**config.mk**
```make
export PLATFORM = sky130hd
export DESIGN_NAME = sub_bytes_iter
export DESIGN_NICKNAME = d
export VERILOG_FILES = /design/src/rtl/sub_bytes_iter.sv
export SDC_FILE = /design/constraint.sdc
export NUM_CORES = 1
export LEC_CHECK = 0
export CORE_AREA = 10 10 242 336
export DETAILED_ROUTE_END_ITERATION = 8
export DIE_AREA = 0 0 252 346
export HOLD_SLACK_MARGIN = 0.02
export PLACE_DENSITY = 0.63
export SETUP_SLACK_MARGIN = 0.4
export SYNTH_ARGS = -nofsm -noshare
export SYNTH_HDL_FRONTEND = slang
export SYNTH_SLANG_ARGS = --single-unit
export TNS_END_PERCENT = 1
```
**constraint.sdc**
```tcl
create_clock -name clk -period 5.74 [get_ports clk]
set_input_delay 1.722 -clock clk [delete_from_list [all_inputs] [get_ports clk]]
set_output_delay 1.722 -clock clk [all_outputs]
set_load 0.01 [all_outputs]
```
**src/rtl/sub_bytes_iter.sv**
```systemverilog
// Iterative AES SubBytes: LANES S-boxes substitute one byte group per cycle.
// Optional macro INV_SBOX_EN adds the inv port and the inverse S-box (InvSubBytes).
`timescale 1ns/1ps
module sub_bytes_iter #(
  parameter int LANES = 4
) (
  input  logic         clk,
  input  logic         rst,
  input  logic         in_valid,
  output logic         in_ready,
  input  logic [127:0] data_in,
`ifdef INV_SBOX_EN
  input  logic         inv,
`endif
  output logic         out_valid,
  input  logic         out_ready,
  output logic [127:0] data_out,
  output logic         busy
);

  localparam int DATA_W = 128;
  localparam int GROUPS = 16 / LANES;
  localparam int CW     = (GROUPS > 1) ? $clog2(GROUPS) : 1;
  localparam logic [CW-1:0] LAST_GRP = CW'(GROUPS - 1);

  if (!(LANES == 1 || LANES == 2 || LANES == 4 || LANES == 8 || LANES == 16)) begin : g_bad_lanes
    $error("sub_bytes_iter: LANES must be 1, 2, 4, 8 or 16");
  end

  localparam logic [2047:0] SBOX_FWD = {
    128'h637c777bf26b6fc53001672bfed7ab76, 128'hca82c97dfa5947f0add4a2af9ca472c0,
    128'hb7fd9326363ff7cc34a5e5f171d83115, 128'h04c723c31896059a071280e2eb27b275,
    128'h09832c1a1b6e5aa0523bd6b329e32f84, 128'h53d100ed20fcb15b6acbbe394a4c58cf,
    128'hd0efaafb434d338545f9027f503c9fa8, 128'h51a3408f929d38f5bcb6da2110fff3d2,
    128'hcd0c13ec5f974417c4a77e3d645d1973, 128'h60814fdc222a908846eeb814de5e0bdb,
    128'he0323a0a4906245cc2d3ac629195e479, 128'he7c8376d8dd54ea96c56f4ea657aae08,
    128'hba78252e1ca6b4c6e8dd741f4bbd8b8a, 128'h703eb5664803f60e613557b986c11d9e,
    128'he1f8981169d98e949b1e87e9ce5528df, 128'h8ca1890dbfe6426841992d0fb054bb16
  };

  function automatic logic [7:0] sbox_fwd(input logic [7:0] b);
    return SBOX_FWD[2047 - 8*int'(b) -: 8];
  endfunction

`ifdef INV_SBOX_EN
  localparam logic [2047:0] SBOX_INV = {
    128'h52096ad53036a538bf40a39e81f3d7fb, 128'h7ce339829b2fff87348e4344c4dee9cb,
    128'h547b9432a6c2233dee4c950b42fac34e, 128'h082ea16628d924b2765ba2496d8bd125,
    128'h72f8f66486689816d4a45ccc5d65b692, 128'h6c704850fdedb9da5e154657a78d9d84,
    128'h90d8ab008cbcd30af7e45805b8b34506, 128'hd02c1e8fca3f0f02c1afbd0301138a6b,
    128'h3a9111414f67dcea97f2cfcef0b4e673, 128'h96ac7422e7ad3585e2f937e81c75df6e,
    128'h47f11a711d29c5896fb7620eaa18be1b, 128'hfc563e4bc6d279209adbc0fe78cd5af4,
    128'h1fdda8338807c731b11210592780ec5f, 128'h60517fa919b54a0d2de57a9f93c99cef,
    128'ha0e03b4dae2af5b0c8ebbb3c83539961, 128'h172b047eba77d626e169146355210c7d
  };

  function automatic logic [7:0] sbox_inv(input logic [7:0] b);
    return SBOX_INV[2047 - 8*int'(b) -: 8];
  endfunction

  logic inv_q;
`endif

  function automatic logic [7:0] lane_sub(input logic [7:0] b, input logic use_inv);
`ifdef INV_SBOX_EN
    return use_inv ? sbox_inv(b) : sbox_fwd(b);
`else
    return (use_inv === 1'bx) ? 8'h00 : sbox_fwd(b);
`endif
  endfunction

  typedef enum logic [1:0] {IDLE, BUSY, DONE} state_t;

  state_t            state_q, state_d;
  logic [CW-1:0]     grp_q;
  logic [DATA_W-1:0] work_q, work_sub;
  logic              last_grp, sel_inv;

  assign last_grp = (grp_q == LAST_GRP);
`ifdef INV_SBOX_EN
  assign sel_inv = inv_q;
`else
  assign sel_inv = 1'b0;
`endif

  // Substitute the current group; bytes outside it pass through untouched
  always_comb begin
    int base;
    work_sub = work_q;
    base     = int'(grp_q) * LANES;
    for (int l = 0; l < LANES; l++) begin
      work_sub[127 - 8*(base + l) -: 8] = lane_sub(work_q[127 - 8*(base + l) -: 8], sel_inv);
    end
  end

  always_ff @(posedge clk) begin
    if (rst) state_q <= IDLE;
    else     state_q <= state_d;
  end

  always_comb begin
    state_d = state_q;
    case (state_q)
      IDLE:    if (in_valid)  state_d = BUSY;
      BUSY:    if (last_grp)  state_d = DONE;
      DONE:    if (out_ready) state_d = IDLE;
      default: state_d = IDLE;
    endcase
  end

  always_comb begin
    in_ready  = (state_q == IDLE);
    busy      = (state_q == BUSY);
    out_valid = (state_q == DONE);
  end

  // Working register, group counter and the held result
  always_ff @(posedge clk) begin
    if (rst) begin
      work_q   <= '0;
      grp_q    <= '0;
      data_out <= '0;
`ifdef INV_SBOX_EN
      inv_q    <= 1'b0;
`endif
    end else begin
      case (state_q)
        IDLE: if (in_valid) begin
          work_q <= data_in;
          grp_q  <= '0;
`ifdef INV_SBOX_EN
          inv_q  <= inv;
`endif
        end
        BUSY: begin
          work_q <= work_sub;
          if (last_grp) begin
            grp_q    <= '0;
            data_out <= work_sub;
          end else begin
            grp_q <= grp_q + CW'(1);
          end
        end
        default: ;
      endcase
    end
  end

endmodule

```
======== Word-level counts from Yosys, hierarchy flattened ========
Cells that the tools add are included.
operators by class
  add/subtract/negate cells ............... 16
  eq/ne operators ......................... 6
  shift-type cells ........................ 16
  multiplexer cells ....................... 13
  reductions and logical operators ........ 5
operator list
  kind                                                           count
  indexed part select 2055 x 12 -> 8 bit (first input constant)  4
  variable shift 8 x 33 -> 135 bit (first input constant)        4
  indexed part select 8 x 33 -> 135 bit                          4
  bitwise mux 128 bit                                            4
  indexed part select 135 x 9 -> 8 bit                           3
  one-hot mux 128 bit (2 select lines)                           1
  indexed part select 135 x 8 -> 8 bit                           1
  2-to-1 mux 128 bit                                             1
  negator 9 -> 33 bit                                            3
  subtractor 11 x 11 -> 12 bit (first input constant)            4
  negator 8 -> 33 bit                                            1
  subtractor 7 x 8 -> 9 bit (first input constant)               3
  adder 4 x 2 -> 5 bit (second input constant)                   2
  2-to-1 mux 2 bit                                               5
  subtractor 7 x 7 -> 8 bit (first input constant)               1
  one-hot mux 2 bit (3 select lines)                             1
  adder 4 x 1 -> 5 bit (second input constant)                   1
  equality test 2 bit (second input constant)                    2
  inequality test 2 x 1 -> 1 bit (second input constant)         2
  one-hot mux 2 bit (2 select lines)                             1
  AND reduction 2 bit                                            2
  AND reduction 3 bit                                            1
  adder 2 x 1 -> 2 bit (second input constant)                   1
  equality test 2 x 1 -> 1 bit (second input constant)           1
  3 further kinds                                                3
word-level totals
  bits in registers ....................... 260
  bits of input ports ..................... 132
  output and inout port bits .............. 131
  logic and storage cells ................. 60

======== Logic depth before layout (Yosys ltp) ========
  depth in word-level cells ............... 10
  depth in mapped cells ................... 17
  gate-level depth less buffers ........... 11

======== Worst setup path after synthesis ========
OpenSTA, ideal clock, no wires.
  kind .................................... reg-to-reg
  from .................................... register grp_q[0]
  to ...................................... register work_q[125]
  setup time .............................. 0.123 ns
  arrival time ............................ 3.911 ns
  required time ........................... 5.617 ns
  slack ................................... 1.707 ns
  stages on the path, launching flop included .. 17
  buffers on the path ..................... 6
  clock period less this slack ............ 4.033 ns
  path through ............................ dfxtp_1 buf_6 buf_8 mux4_2 buf_2 buf_6 clkbuf_1 ha_1 clkbuf_1 clkinv_1 a21oi_2 a32oi_1 mux2_2 a221o_1 a32o_2 a222oi_1 inv_1
between the ends
  cells in the longest elaborated chain, start to end .. 10
  elaborated cells on any way between the ends .. 36
  classes of those cells .................. add/sub: 15; shift: 16; mux: 5
ends and longest elaborated chain
  what                                                                                             RTL line  RTL
  from (decl)                                                                                      75        logic [CW-1:0] grp_q;
  from (signal assigned)                                                                           141       grp_q <= grp_q + CW'(1);
  adder 4 x 1 -> 5 bit or subtractor 7 x 7 -> 8 bit (tied branches)                                92        work_sub[127 - 8*(base + l) -: 8] = lane_sub(work_q[127 - 8*(base + l) -: 8], sel_inv);
  subtractor 7 x 8 -> 9 bit or indexed part select 135 x 8 -> 8 bit (tied branches)                92
  indexed part select 135 x 9 -> 8 bit or subtractor 11 x 11 -> 12 bit (tied branches)             92, 42
  subtractor 11 x 11 -> 12 bit or indexed part select 2055 x 12 -> 8 bit (tied branches)           42        return SBOX_FWD[2047 - 8*int'(b) -: 8];
  indexed part select 2055 x 12 -> 8 bit or indexed part select 8 x 33 -> 135 bit (tied branches)  42, 92
  indexed part select 8 x 33 -> 135 bit or bitwise mux 128 bit (tied branches)                     92
  bitwise mux 128 bit (2 in series)                                                                92
  bitwise mux 128 bit *                                                                            92
  one-hot mux 128 bit (2 select lines) *                                                           127       case (state_q)
  to (signal assigned)                                                                             129       work_q <= data_in;
  to (signal assigned)                                                                             136       work_q <= work_sub;
  to (decl)                                                                                        76        logic [DATA_W-1:0] work_q, work_sub;
Mark *: on every way between the ends. The rest lies on a longest branch, timed or not.
A chain may end at the register's enable or synchronous reset.

======== Final worst setup path ========
  from .................................... register grp_q[1]
  to ...................................... register work_q[31]
The elaborated chain is that of the path after synthesis.

==> results.toml <==
[floorplanning]
core.rowCount = 119
die_width_um = 252
pin_count = 263
die_area_sq_um = 87190
start_util_pct = 34.61
fp.coreArea_sq_um = 75040
die_y_um = 346

[worst_hold_path]
hold_depth = 2
hold_path.startpoint = "data_out[25]$_SDFFE_PP0P_"
hp-class = "flop to flop"
whs_endpoint = "data_out[25]$_SDFFE_PP0P_"

[sta]
relSlewSlack_pct = 14.59
whs_ns = 0.4514
setup_tns_ns = 0
tightest_slew_ns = 1.274
hold_viol_final = 0
fin_worst_skew_ns = 0.03745
rsz0062_at_grt = "false"
min_period_ns = 4.968
slew_viol_final = 0
finalCritPeriodShare_pct = 86.55
fmax_mhz = 201.3
setup_viol_count_final = 0

[logic_synthesis]
synth_nets = 3643
synth_area_leader_cell = "dfxtp_1"
synth.yosys.warnings = 0
synth_edf_count = 0
syn_area_sq_um = 25970
syn_area_per_cell_sq_um = 7.525
yosysSeqAreaShare_pct = 20.04
async_flop_share_pct = 0
synthDominantCellAreaShare_pct = 20.04
ys_ff_latch = 260
synth_cell_types = 117
synth_top_flop_cell = "dfxtp_1"
netlist_top_cells_area = "dfxtp_1 (20%), o21ai_0 (5.6%), a21oi_1 (5.2%)"
synthCells = 3451

[place]
place_area_sq_um = 29060
dpl.hpwl_um = 107700
routabilityCongestion = 1.041
port_buffers = 262

[setup_path]
critPathArrivalTime_ns = 5.39
regToRegEndpoint = "work_q[31]$_SDFFE_PP0P_"
r2r_cells = 11
path_common_cell = "o311ai_1"
critPathMaxFanout = 27
cp_data_required_time_ns = 6.17
worstPathCellList = "inv_2 -> mux4_2 -> clkinv_2 -> buf_4 -> nand2b_1 -> o221ai_1 -> o311ai_1 -> o311ai_1 -> o32ai_2 -> a221oi_2 -> nor4_2"
endpoint_kind = "flop"
crit_start = "grp_q[1]$_SDFFE_PP0P_"
reg2reg_from = "grp_q[1]$_SDFFE_PP0P_"
critPathMaxStageDelay_ns = 0.79
regToRegSetupSlack_ns = 0.77
cpMaxStageDelayCell = "dfxtp_2"
start_kind = "flop"
path_class = "flop to flop"

[power_and_ir_drop]
vdd_drop_max_v = 0.0001827
powerDensity_nw_per_um2 = 353.5
leakage_uw = 0.01014

[route]
first_iter_violations = 5477
viasPerCell = 7.277
dr.pass1.iters = 7
drt_wl_total_um = 151100
vias = 32550
final_antenna_net_count = 0
routedWlPerCell_um = 33.78
drcViolationCount = 0

[cts]
cts.hold.buffers_added = 0
clock_tree.buffer_depth = 3
tritoncts = "built"
ctsRootBufferMaster = "clkbuf_16"
cts_resized = 0
cts_setup_buffers = 0
cts.sinks = 260
h-tree-depth = 1
clock_latency_ns = 0.60
cts_buffers = 26
clkSlewWorstSetupHoldPaths_ns = 0.07

[global_routing]
overflow = 0
grt_max_degree = 92
grt_pass1_wl_um = 216200
track_usage_pct = 32.51
grt_pass1_vias = 30140
antenna_found_initial = 10

[finish]
layout-drive-gt1-share_pct = 10.81
nFillCells = 7803
seqCellArea_sq_um = 5210
finalNetCount = 3671
multi_input_area_sq_um = 18550
utilization_pct = 39.98
syn2layout_area_growth_pct = 15.52
fin_area_sq_um = 30000

[run]
drv_cap = 0

[status]
status = "finished clean"
==> critical path, delay by kind of cell, from the launching register on <==
kind,cells,cell delay (ns)
multiplexers,1,0.48
flip-flops,1,0.79
AND/OR/NAND/NOR,2,0.26
buffers and inverters,3,1.15
AO/OA/AOI/OAI,5,2.11
==> per-layer routing <==
metal / global-route usage [%] / vias to the layer above / routed length [um]
li1: - / 13520 / -
met5: 0 / - / 49
met4: 23.98 / 8 / 13480
met2: 51.62 / 2767 / 67350
met3: 7.250 / 726 / 16570
met1: 37.94 / 15530 / 53670
==> cell families after synthesis <==
logic type / after synthesis / synth area share (%)
buffers and inverters: 485 / 8.855
xor gates and xnor gates: 9 / 0.3613
adders and majority gates: 60 / 2.891
DFF: 260 / 20.04
AOI/OAI and AO/OA: 1476 / 40.13
and+or+nand+nor: 996 / 19.53
muxes: 165 / 8.195
==> Yosys cell counts (25+ instances only) <==
library cell  instances
o21ai_0             290
a21oi_1             271
dfxtp_1             260
nand2_1             232
clkbuf_1            215
nor2_1              210
buf_2               126
mux2i_1              96
nor3_1               96
a22oi_1              95
nand2b_1             92
nand3_1              84
a221oi_1             73
inv_1                67
o211ai_1             66
o22ai_1              65
a211oi_1             61
ha_1                 60
o221ai_1             60
a31oi_1              54
nor2b_1              45
and2_1               43
a311oi_1             39
and3_1               38
mux4_2               34
a32oi_1              33
mux2_2               32
o311ai_0             32
buf_6                31
nand4_1              30
o31ai_1              27
a211o_1              25
==> layout by cell type (no fill, tap or decap), drive strengths merged, types with 61 or more instances in the layout <==
| cell | Yosys | final |
|---|---|---|
| a211oi | 63 | 63 |
| a21oi | 276 | 276 |
| a221oi | 79 | 79 |
| a22oi | 97 | 97 |
| buf | 191 | 146 |
| clkdlybuf4s50 | 0 | 261 |
| dfxtp | 260 | 260 |
| inv | 71 | 73 |
| mux2i | 96 | 96 |
| nand2 | 234 | 234 |
| nand2b | 93 | 93 |
| nand3 | 84 | 84 |
| nor2 | 213 | 213 |
| nor3 | 99 | 99 |
| o211ai | 69 | 69 |
| o21ai | 302 | 302 |
| o221ai | 61 | 61 |
| o22ai | 67 | 67 |
==> area by class of cell <==
class / count / share of cell area [%]
multi-input combinational: 2706 / 61.83
clock buffer: 30 / 2.352
antenna: 7 / 0.05839
tap: 968 / 4.037
clock inverter: 17 / 0.7174
inverter: 78 / 0.9843
timing repair buffer: 407 / 12.65
sequential: 260 / 17.37
==> where the power goes <==
group | switching [uW] | internal, uW | leakage, uW | total [uW]
sequential | 130 | 1910 | 0.00212 | 2040
clock | 836 | 1030 | 0.000447 | 1870
combinational | 4570 | 2130 | 0.00757 | 6700
total | 5540 | 5070 | 0.0101 | 10600
==> stage by stage <==
stage / setup slack, ns / instances / total power (uW)
after floorplan: 1.707 / 3451 / 6172
after global placement: 1.020 / 4419 / 8483
after detailed placement: 0.9534 / 4419 / 8372
after CTS: 0.9266 / 4466 / 10230
after global routing: 0.5247 / 4470 / 10890
final: 0.7721 / 4473 / 10600
==> worst max path at each step <==
stage                                 endpoint  slack [ns]  cells after the start
floorplan             work_q[125]$_SDFFE_PP0P_        1.71                     16
global placement    data_out[104]$_SDFFE_PP0P_        1.02                     12
detailed placement     work_q[15]$_SDFFE_PP0P_        0.95                     12
CTS                    work_q[15]$_SDFFE_PP0P_        0.93                     12
global route         data_out[91]$_SDFFE_PP0P_        0.52                     12
finish                 work_q[31]$_SDFFE_PP0P_        0.77                     11
==> sequential cells by signal, summed over array words and instances, names as in the netlist <==
register and flops:
data_out 128, grp_q 2, state_q 2, work_q 128
(Power assumes the default switching activity.)
